===== config.mk =====
export PLATFORM = sky130hd
export DESIGN_NAME = fetch_unit
export DESIGN_NICKNAME = d
export VERILOG_FILES = /design/src/rtl/fetch_unit.sv
export SDC_FILE = /design/constraint.sdc
export NUM_CORES = 1
export LEC_CHECK = 0
export CORE_ASPECT_RATIO = 0.5
export CORE_MARGIN = 4
export CORE_UTILIZATION = 65
export CTS_CLUSTER_SIZE = 20
export DETAILED_ROUTE_END_ITERATION = 12
export DONT_BUFFER_PORTS = 1
export GPL_TIMING_DRIVEN = 1
export PLACE_DENSITY = 0.88
export SETUP_SLACK_MARGIN = 0.3
export SYNTH_ARGS = -nofsm -noshare
export SYNTH_HDL_FRONTEND = slang
export SYNTH_SLANG_ARGS = --single-unit

===== constraint.sdc =====
create_clock -name i_clk -period 4.41 [get_ports i_clk]
set_clock_uncertainty 0.1 [all_clocks]
set_input_delay 0.882 -clock i_clk [delete_from_list [all_inputs] [get_ports i_clk]]
set_output_delay 0.882 -clock i_clk [all_outputs]
set_load 0.01 [all_outputs]

===== src/rtl/fetch_unit.sv =====
// fetch_unit: PC register plus one-outstanding-read instruction fetch FSM.
// Optional WAIT-state timeout (NOP delivery + sticky fault) under FETCH_TIMEOUT_EN.
module fetch_unit #(
   parameter int                ADDR_W         = 8,
   parameter int                INSTR_W        = 16,
   parameter logic [ADDR_W-1:0] RESET_PC       = '0,
   parameter int                TIMEOUT_CYCLES = 15
) (
   input  logic               i_clk,
   input  logic               i_reset,
   input  logic               i_run_en,
   output logic               o_mem_req,
   output logic [ADDR_W-1:0]  o_mem_addr,
   input  logic [INSTR_W-1:0] i_mem_rdata,
   input  logic               i_mem_valid,
   output logic               o_instr_valid,
   output logic [INSTR_W-1:0] o_instruction,
   output logic [ADDR_W-1:0]  o_address,
   input  logic               i_instr_ready,
   input  logic [ADDR_W-1:0]  i_new_pc,
   output logic [15:0]        o_fetch_count,
   output logic               o_fetch_fault
);

   typedef enum logic [1:0] {
      S_IDLE,
      S_REQ,
      S_WAIT,
      S_HOLD
   } state_t;

   state_t            r_state;
   logic [ADDR_W-1:0] r_pc;
   logic              w_timeout;

`ifdef FETCH_TIMEOUT_EN
   localparam int TW = $clog2(TIMEOUT_CYCLES + 1);

   logic [TW-1:0] r_to_cnt;
   logic          r_fault;

   assign w_timeout     = (r_to_cnt == TW'(TIMEOUT_CYCLES - 1));
   assign o_fetch_fault = r_fault;

   // Counter restarts in REQ so every WAIT visit gets the full budget.
   always_ff @(posedge i_clk) begin
      if (i_reset) begin
         r_to_cnt <= '0;
         r_fault  <= 1'b0;
      end else if (r_state == S_REQ) begin
         r_to_cnt <= '0;
      end else if (r_state == S_WAIT && !i_mem_valid) begin
         if (w_timeout) r_fault  <= 1'b1;
         else           r_to_cnt <= r_to_cnt + TW'(1);
      end
   end
`else
   logic w_unused_to;

   assign w_timeout     = 1'b0;
   assign w_unused_to   = ^TIMEOUT_CYCLES;
   assign o_fetch_fault = 1'b0;
`endif

   always_ff @(posedge i_clk) begin
      if (i_reset) begin
         r_state       <= S_IDLE;
         r_pc          <= RESET_PC;
         o_mem_req     <= 1'b0;
         o_mem_addr    <= '0;
         o_instr_valid <= 1'b0;
         o_instruction <= '0;
         o_address     <= '0;
         o_fetch_count <= '0;
      end else begin
         case (r_state)
            S_IDLE: begin
               if (i_run_en) begin
                  o_mem_req  <= 1'b1;
                  o_mem_addr <= r_pc;
                  r_state    <= S_REQ;
               end
            end
            S_REQ: begin
               o_mem_req <= 1'b0;
               r_state   <= S_WAIT;
            end
            S_WAIT: begin
               if (i_mem_valid) begin
                  o_instruction <= i_mem_rdata;
                  o_address     <= r_pc;
                  o_instr_valid <= 1'b1;
                  r_state       <= S_HOLD;
               end else if (w_timeout) begin
                  o_instruction <= '0;
                  o_address     <= r_pc;
                  o_instr_valid <= 1'b1;
                  r_state       <= S_HOLD;
               end
            end
            S_HOLD: begin
               if (i_instr_ready) begin
                  r_pc          <= i_new_pc;
                  o_instr_valid <= 1'b0;
                  o_fetch_count <= o_fetch_count + 16'd1;
                  r_state       <= S_IDLE;
               end
            end
            default: r_state <= S_IDLE;
         endcase
      end
   end

endmodule


==> results of run 1 <==
final timing paths:
check	to	slack (ns)	cells past startpoint
worst min-delay path	o_address[0]$_SDFFE_PP0P_	0.37	2
worst max-delay path	o_fetch_count[15]$_SDFFE_PP0P_	2.29	5
worst min register to register	o_address[0]$_SDFFE_PP0P_	0.37	2
worst max register to register	o_fetch_count[15]$_SDFFE_PP0P_	2.29	5
worst max-delay path, cell delays in order, from the launching register on:
cell and delay, ns:
dfxtp_1 0.39, ha_1 0.31, nand4_2 0.19, or3_4 0.44
or4_1 0.47, a21oi_1 0.14
synth_stat cells (3+ instances only):
cell type   n
clkbuf_1   15
ha_1        6
inv_1       8
xnor2_1     5
nand3_1    10
dfxtp_1    60
xor2_1      6
or3_1       3
nor2_1     19
nand4_1     5
a21oi_1    46
o21ai_0     4
nand2_1    82
power groups by stage:
| stage | Clock [mW] | Sequential [mW] | Combinational (mW) |
|---|---|---|---|
| detailed placement | 0 | 0.620 | 0.147 |
| global route | 0.534 | 0.611 | 0.173 |
| floorplan | 0 | 0.613 | 0.131 |
| finish | 0.500 | 0.608 | 0.147 |
| global placement | 0 | 0.618 | 0.138 |
| CTS | 0.505 | 0.608 | 0.149 |
kinds of logic after synthesis:
family / Yosys count / synth area share, %
flip-flops: 60 / 51.1
AO/OA/AOI/OAI: 55 / 12.4
AND/OR/NAND/NOR: 131 / 24.4
buffers and inverters: 25 / 4.31
other: 1 / 0.159
XOR/XNOR: 11 / 4.10
adder cells (fa/ha/maj): 6 / 3.19
multiplexers: 1 / 0.426
final cells by class:
| cell class | instances | area (um2) |
|---|---|---|
| multi-input cells | 205 | 1050 |
| inverters | 8 | 30.0 |
| clock buffers | 12 | 155 |
| flip-flops and latches | 60 | 1200 |
| clock inverters | 4 | 47.5 |
| well taps | 51 | 63.8 |
| fillers | 275 | 906 |
layer usage:
layer  vias up  GRT usage, %  part of all wire (%)
li1        944             -                     -
met1       887          24.1                    40
met2        77          40.8                    48
met3         7          12.4                    11
met4         0          9.73                   1.3
met5         -             0                     0
registers in the layout, summed over array words and instances (netlist names):
name and cells:
o_fetch_count 16, o_instruction 16, o_address 8, o_mem_addr 8
r_pc 8, r_state 2, o_instr_valid 1, o_mem_req 1
==> results.json, run 1 <==
{
  "power.internal_mw": 0.913,
  "synthArstFlopShare_pct": 0,
  "hpwl_um": 3550,
  "slew_viol_final": 0,
  "crit_start": "r_state[0]$_SDFFE_PP0P_",
  "vdd.ir_drop.worst_v": 0.000262,
  "cts.sinks": 60,
  "power_mw": 1.25,
  "viasPerCell": 5.63,
  "final_cell_mix": "nand2_1 (82), dfxtp_1 (60), a21oi_1 (46)",
  "io_buffers": 0,
  "yosys_warnings": 0,
  "setup_ws_ns": 2.29,
  "grt_overflow": 0,
  "power.share.switching_pct": 27.2,
  "worstPathMaxFanout": 6,
  "die_x_um": 93.1,
  "synthTopCellsByArea": "dfxtp_1 (51%), nand2_1 (13%), a21oi_1 (9.8%)",
  "endpoint_kind": "flop",
  "setup_tns_ns": 0,
  "fp.dieH_um": 50.5,
  "grt_pass1_wl_um": 8420,
  "antenna_cells": 0,
  "num_io_pins": 80,
  "postCtsHoldBufs": 0,
  "hold_slack_ns": 0.367,
  "seq_power_share_pct": 48.5,
  "hp-class": "reg -> reg",
  "root_buffer": "clkbuf_8",
  "gp_congestion": 0.766,
  "drt_wl_total_um": 5170,
  "worstHoldStart": "r_pc[0]$_SDFFE_PP0P_",
  "tightestPinTransition_ns": 0.857,
  "synth_top_flop_cell": "dfxtp_1",
  "core.rowCount": 15,
  "switchingPower_mw": 0.342,
  "vias": 1915,
  "combPwrFrac_pct": 11.7,
  "p_leak_nw": 0.882,
  "yosysSeqAreaShare_pct": 51.1,
  "grt_pass1_vias": 1866,
  "postLayoutCoreUtil_pct": 73.8,
  "cts_tree": "done",
  "track_usage_pct": 23.5,
  "grt_max_degree": 61,
  "syn_inst": 290,
  "layout.nets": 319,
  "dr.pass1.iters": 4,
  "drive_above_1_share_pct": 5.88,
  "cts_buffers": 9,
  "p_per_area_nw_per_um2": 492,
  "synth_area_leader_cell": "dfxtp_1",
  "final_antenna_net_count": 0,
  "avgSynthCellArea_um2": 8.11,
  "fin_area_um2": 2550,
  "syn_nets": 325,
  "cp_data_arrival_time_ns": 2.30,
  "crit_type": "reg -> reg",
  "grt_antenna_before_repair": 0,
  "synth_area_um2": 2350,
  "worstSetupStartpointType": "flop",
  "clk_path_buf_depth": 2,
  "clkLatencyLatePin_ns": 0.34,
  "place_inst": 324,
  "finalHoldViolCount": 0,
  "syn2layout_area_growth_pct": 8.30,
  "die-area_um2": 4700,
  "wl_per_cell_um": 15.2,
  "period_minus_slack_ns": 2.12,
  "post-route-period-util_pct": 48.1,
  "fmax_mhz": 472,
  "post-cts-setup-buffers": 0,
  "mostFrequentLayoutCell": "nand2_1",
  "h-tree-depth": 3,
  "maxSlewHeadroom_pct": 42.9,
  "dpl-instance-area_um2": 2340,
  "synth_edf_count": 0,
  "synth_top_area_share_pct": 51.1,
  "clockPowerShare_pct": 39.8,
  "drc": 0,
  "dpl_worst_slack_ns": 2.16,
  "rr_startpoint": "r_state[0]$_SDFFE_PP0P_",
  "worstPathRequired_ns": 4.59,
  "cts_resized": 0,
  "path_clk_slew_ns": 0.06,
  "yosys_register_bits": 60,
  "yosysUniqueCellTypes": 30,
  "rsz0062_at_grt": "false",
  "drv_cap": 0,
  "drtIter0Drc": 90,
  "setup_violations": 0,
  "fp.coreArea_um2": 3450,
  "start_util_pct": 68.1,
  "outcome": "completed",
  "instances_no_fill": 340
}
Power figures use the tool's default switching activity.
==> inputs of run 2 (changes only) <==
- CORE_UTILIZATION: 65 -> 61
- PLACE_DENSITY: 0.88 -> 0.84
- clock period: 4.41 -> 2.1 ns (I/O delays scaled with it)
==> run 2 against run 1 <==
Against the previous run:
- global-route usage shrank 0.73 points
- via count grew 0.52%
- critical endpoint unchanged
- register-to-register slack worse by 2.0 ns
- fmax grew 19%
- sequential power is 110% higher
- cell count up 3.8%
- die area grew 5.8%
==> results.json, run 2 (synthesis results as in run 1) <==
{
  "outcome": "completed",
  "top_regs": "o_fetch_count x16, o_instruction x16",
  "clk_path_buf_depth": 2,
  "postCtsHoldBufs": 0,
  "cp_data_arrival_time_ns": 1.95,
  "wl_per_cell_um": 15.3,
  "fp.coreArea_um2": 3570,
  "track_usage_pct": 22.8,
  "syn2layout_area_growth_pct": 14.6,
  "crit_type": "reg -> reg",
  "final_antenna_net_count": 0,
  "power_mw": 2.78,
  "path_clk_slew_ns": 0.06,
  "p_per_area_nw_per_um2": 1030,
  "power.internal_mw": 2.05,
  "grt_max_degree": 61,
  "io_buffers": 0,
  "post-route-period-util_pct": 85.2,
  "final_cell_mix": "nand2_1 (82), dfxtp_1 (55), a21oi_1 (46)",
  "drt_wl_total_um": 5400,
  "core.rowCount": 15,
  "vdd.ir_drop.worst_v": 0.000710,
  "setup_violations": 0,
  "dr.pass1.iters": 5,
  "mostFrequentLayoutCell": "nand2_1",
  "endpoint_kind": "flop",
  "drive_above_1_share_pct": 12.3,
  "drv_cap": 0,
  "power.share.switching_pct": 26.2,
  "viasPerCell": 5.45,
  "gp_congestion": 0.816,
  "cts.sinks": 60,
  "hp-class": "in -> reg",
  "antenna_cells": 0,
  "clockPowerShare_pct": 40.0,
  "worstPathMaxFanout": 5,
  "seq_power_share_pct": 46.4,
  "slew_viol_final": 0,
  "die_x_um": 95.8,
  "grt_pass1_wl_um": 8370,
  "cts_tree": "done",
  "fmax_mhz": 559,
  "period_minus_slack_ns": 1.79,
  "vias": 1925,
  "grt_overflow": 0,
  "combPwrFrac_pct": 13.6,
  "root_buffer": "clkbuf_8",
  "start_util_pct": 66.0,
  "worstSetupStartpointType": "flop",
  "num_io_pins": 80,
  "finalHoldViolCount": 0,
  "switchingPower_mw": 0.728,
  "die-area_um2": 4970,
  "p_leak_nw": 0.972,
  "worstPathRequired_ns": 2.26,
  "drc": 0,
  "ff2ff_setup_slack_ns": 0.31,
  "fp.dieH_um": 51.9,
  "clkLatencyLatePin_ns": 0.33,
  "grt_antenna_before_repair": 0,
  "h-tree-depth": 3,
  "rsz0062_at_grt": "true",
  "hpwl_um": 3550,
  "layout.nets": 332,
  "drtIter0Drc": 78,
  "setup_tns_ns": 0,
  "cts_buffers": 9,
  "grt_pass1_vias": 1840
}
## run 2: timing repair
| action | CTS | global route |
|---|---|---|
| hold endpoints to repair | 0 | 0 |
| setup endpoints to repair | 3 | 5 |
| pin swaps | 2 | 4 |
| setup buffers | 3 | 2 |
| resized for setup | 5 | 3 |
## run 2: final timing paths
| kind | end | start | depth (start not counted) |
|---|---|---|---|
| max | o_fetch_count[15]$_SDFFE_PP0P_ | r_state[1]$_SDFFE_PP0P_ | 5 |
| min reg2reg | o_address[7]$_SDFFE_PP0P_ | r_pc[7]$_SDFFE_PP0P_ | 2 |
| max reg2reg | o_fetch_count[15]$_SDFFE_PP0P_ | r_state[1]$_SDFFE_PP0P_ | 5 |
| min | o_fetch_count[1]$_SDFFE_PP0P_ | i_reset | 1 |
## run 2: layout make-up
cell class	instances	area, um2
Multi-Input combinational cell	205	1070
Sequential cell	60	1210
Inverter	8	30.0
Fill cell	281	871
Clock buffer	11	141
Tap cell	51	63.8
Clock inverter	5	75.1
Timing Repair Buffer	13	97.6
## run 2: critical path, stage by stage, from the launching register on
cell     delay [ns]
dfxtp_4        0.37
ha_4           0.17
nand4_4        0.12
or3_4          0.37
or4_1          0.47
a21oi_1        0.13
## run 2: stage by stage
| step | hold WS (ns) | utilization (%) | instance area, um2 | instances | setup slack (ns) |
|---|---|---|---|---|---|
| 3_3_place_gp | 0.351 | 67.9 | 2420 | 332 | 0.285 |
| 3_5_place_dp | 0.354 | 67.9 | 2420 | 332 | 0.250 |
| 4_1_cts | 0.0335 | 75.0 | 2680 | 351 | 0.268 |
| 2_1_floorplan | 0.345 | - | 2370 | 290 | 0.331 |
| 6_report | 0.0553 | 75.6 | 2700 | 353 | 0.310 |
| 5_1_grt | 0.0302 | 75.6 | 2700 | 353 | 0.240 |
## run 2: power by group through the flow
stage | combinational, mW | sequential, mW | clock (mW)
6_report | 0.378 | 1.29 | 1.11
2_1_floorplan | 0.278 | 1.30 | 0
3_3_place_gp | 0.322 | 1.31 | 0
3_5_place_dp | 0.346 | 1.31 | 0
5_1_grt | 0.421 | 1.30 | 1.19
4_1_cts | 0.355 | 1.29 | 1.14
## run 2: per-layer routing
| metal | vias to the layer above | GRT usage, % | share of wire [%] |
|---|---|---|---|
| li1 | 973 | - | - |
| met1 | 870 | 23.8 | 40 |
| met2 | 73 | 39.4 | 48 |
| met3 | 9 | 10.8 | 11 |
| met4 | 0 | 10.4 | 1.6 |
| met5 | - | 0 | 0 |
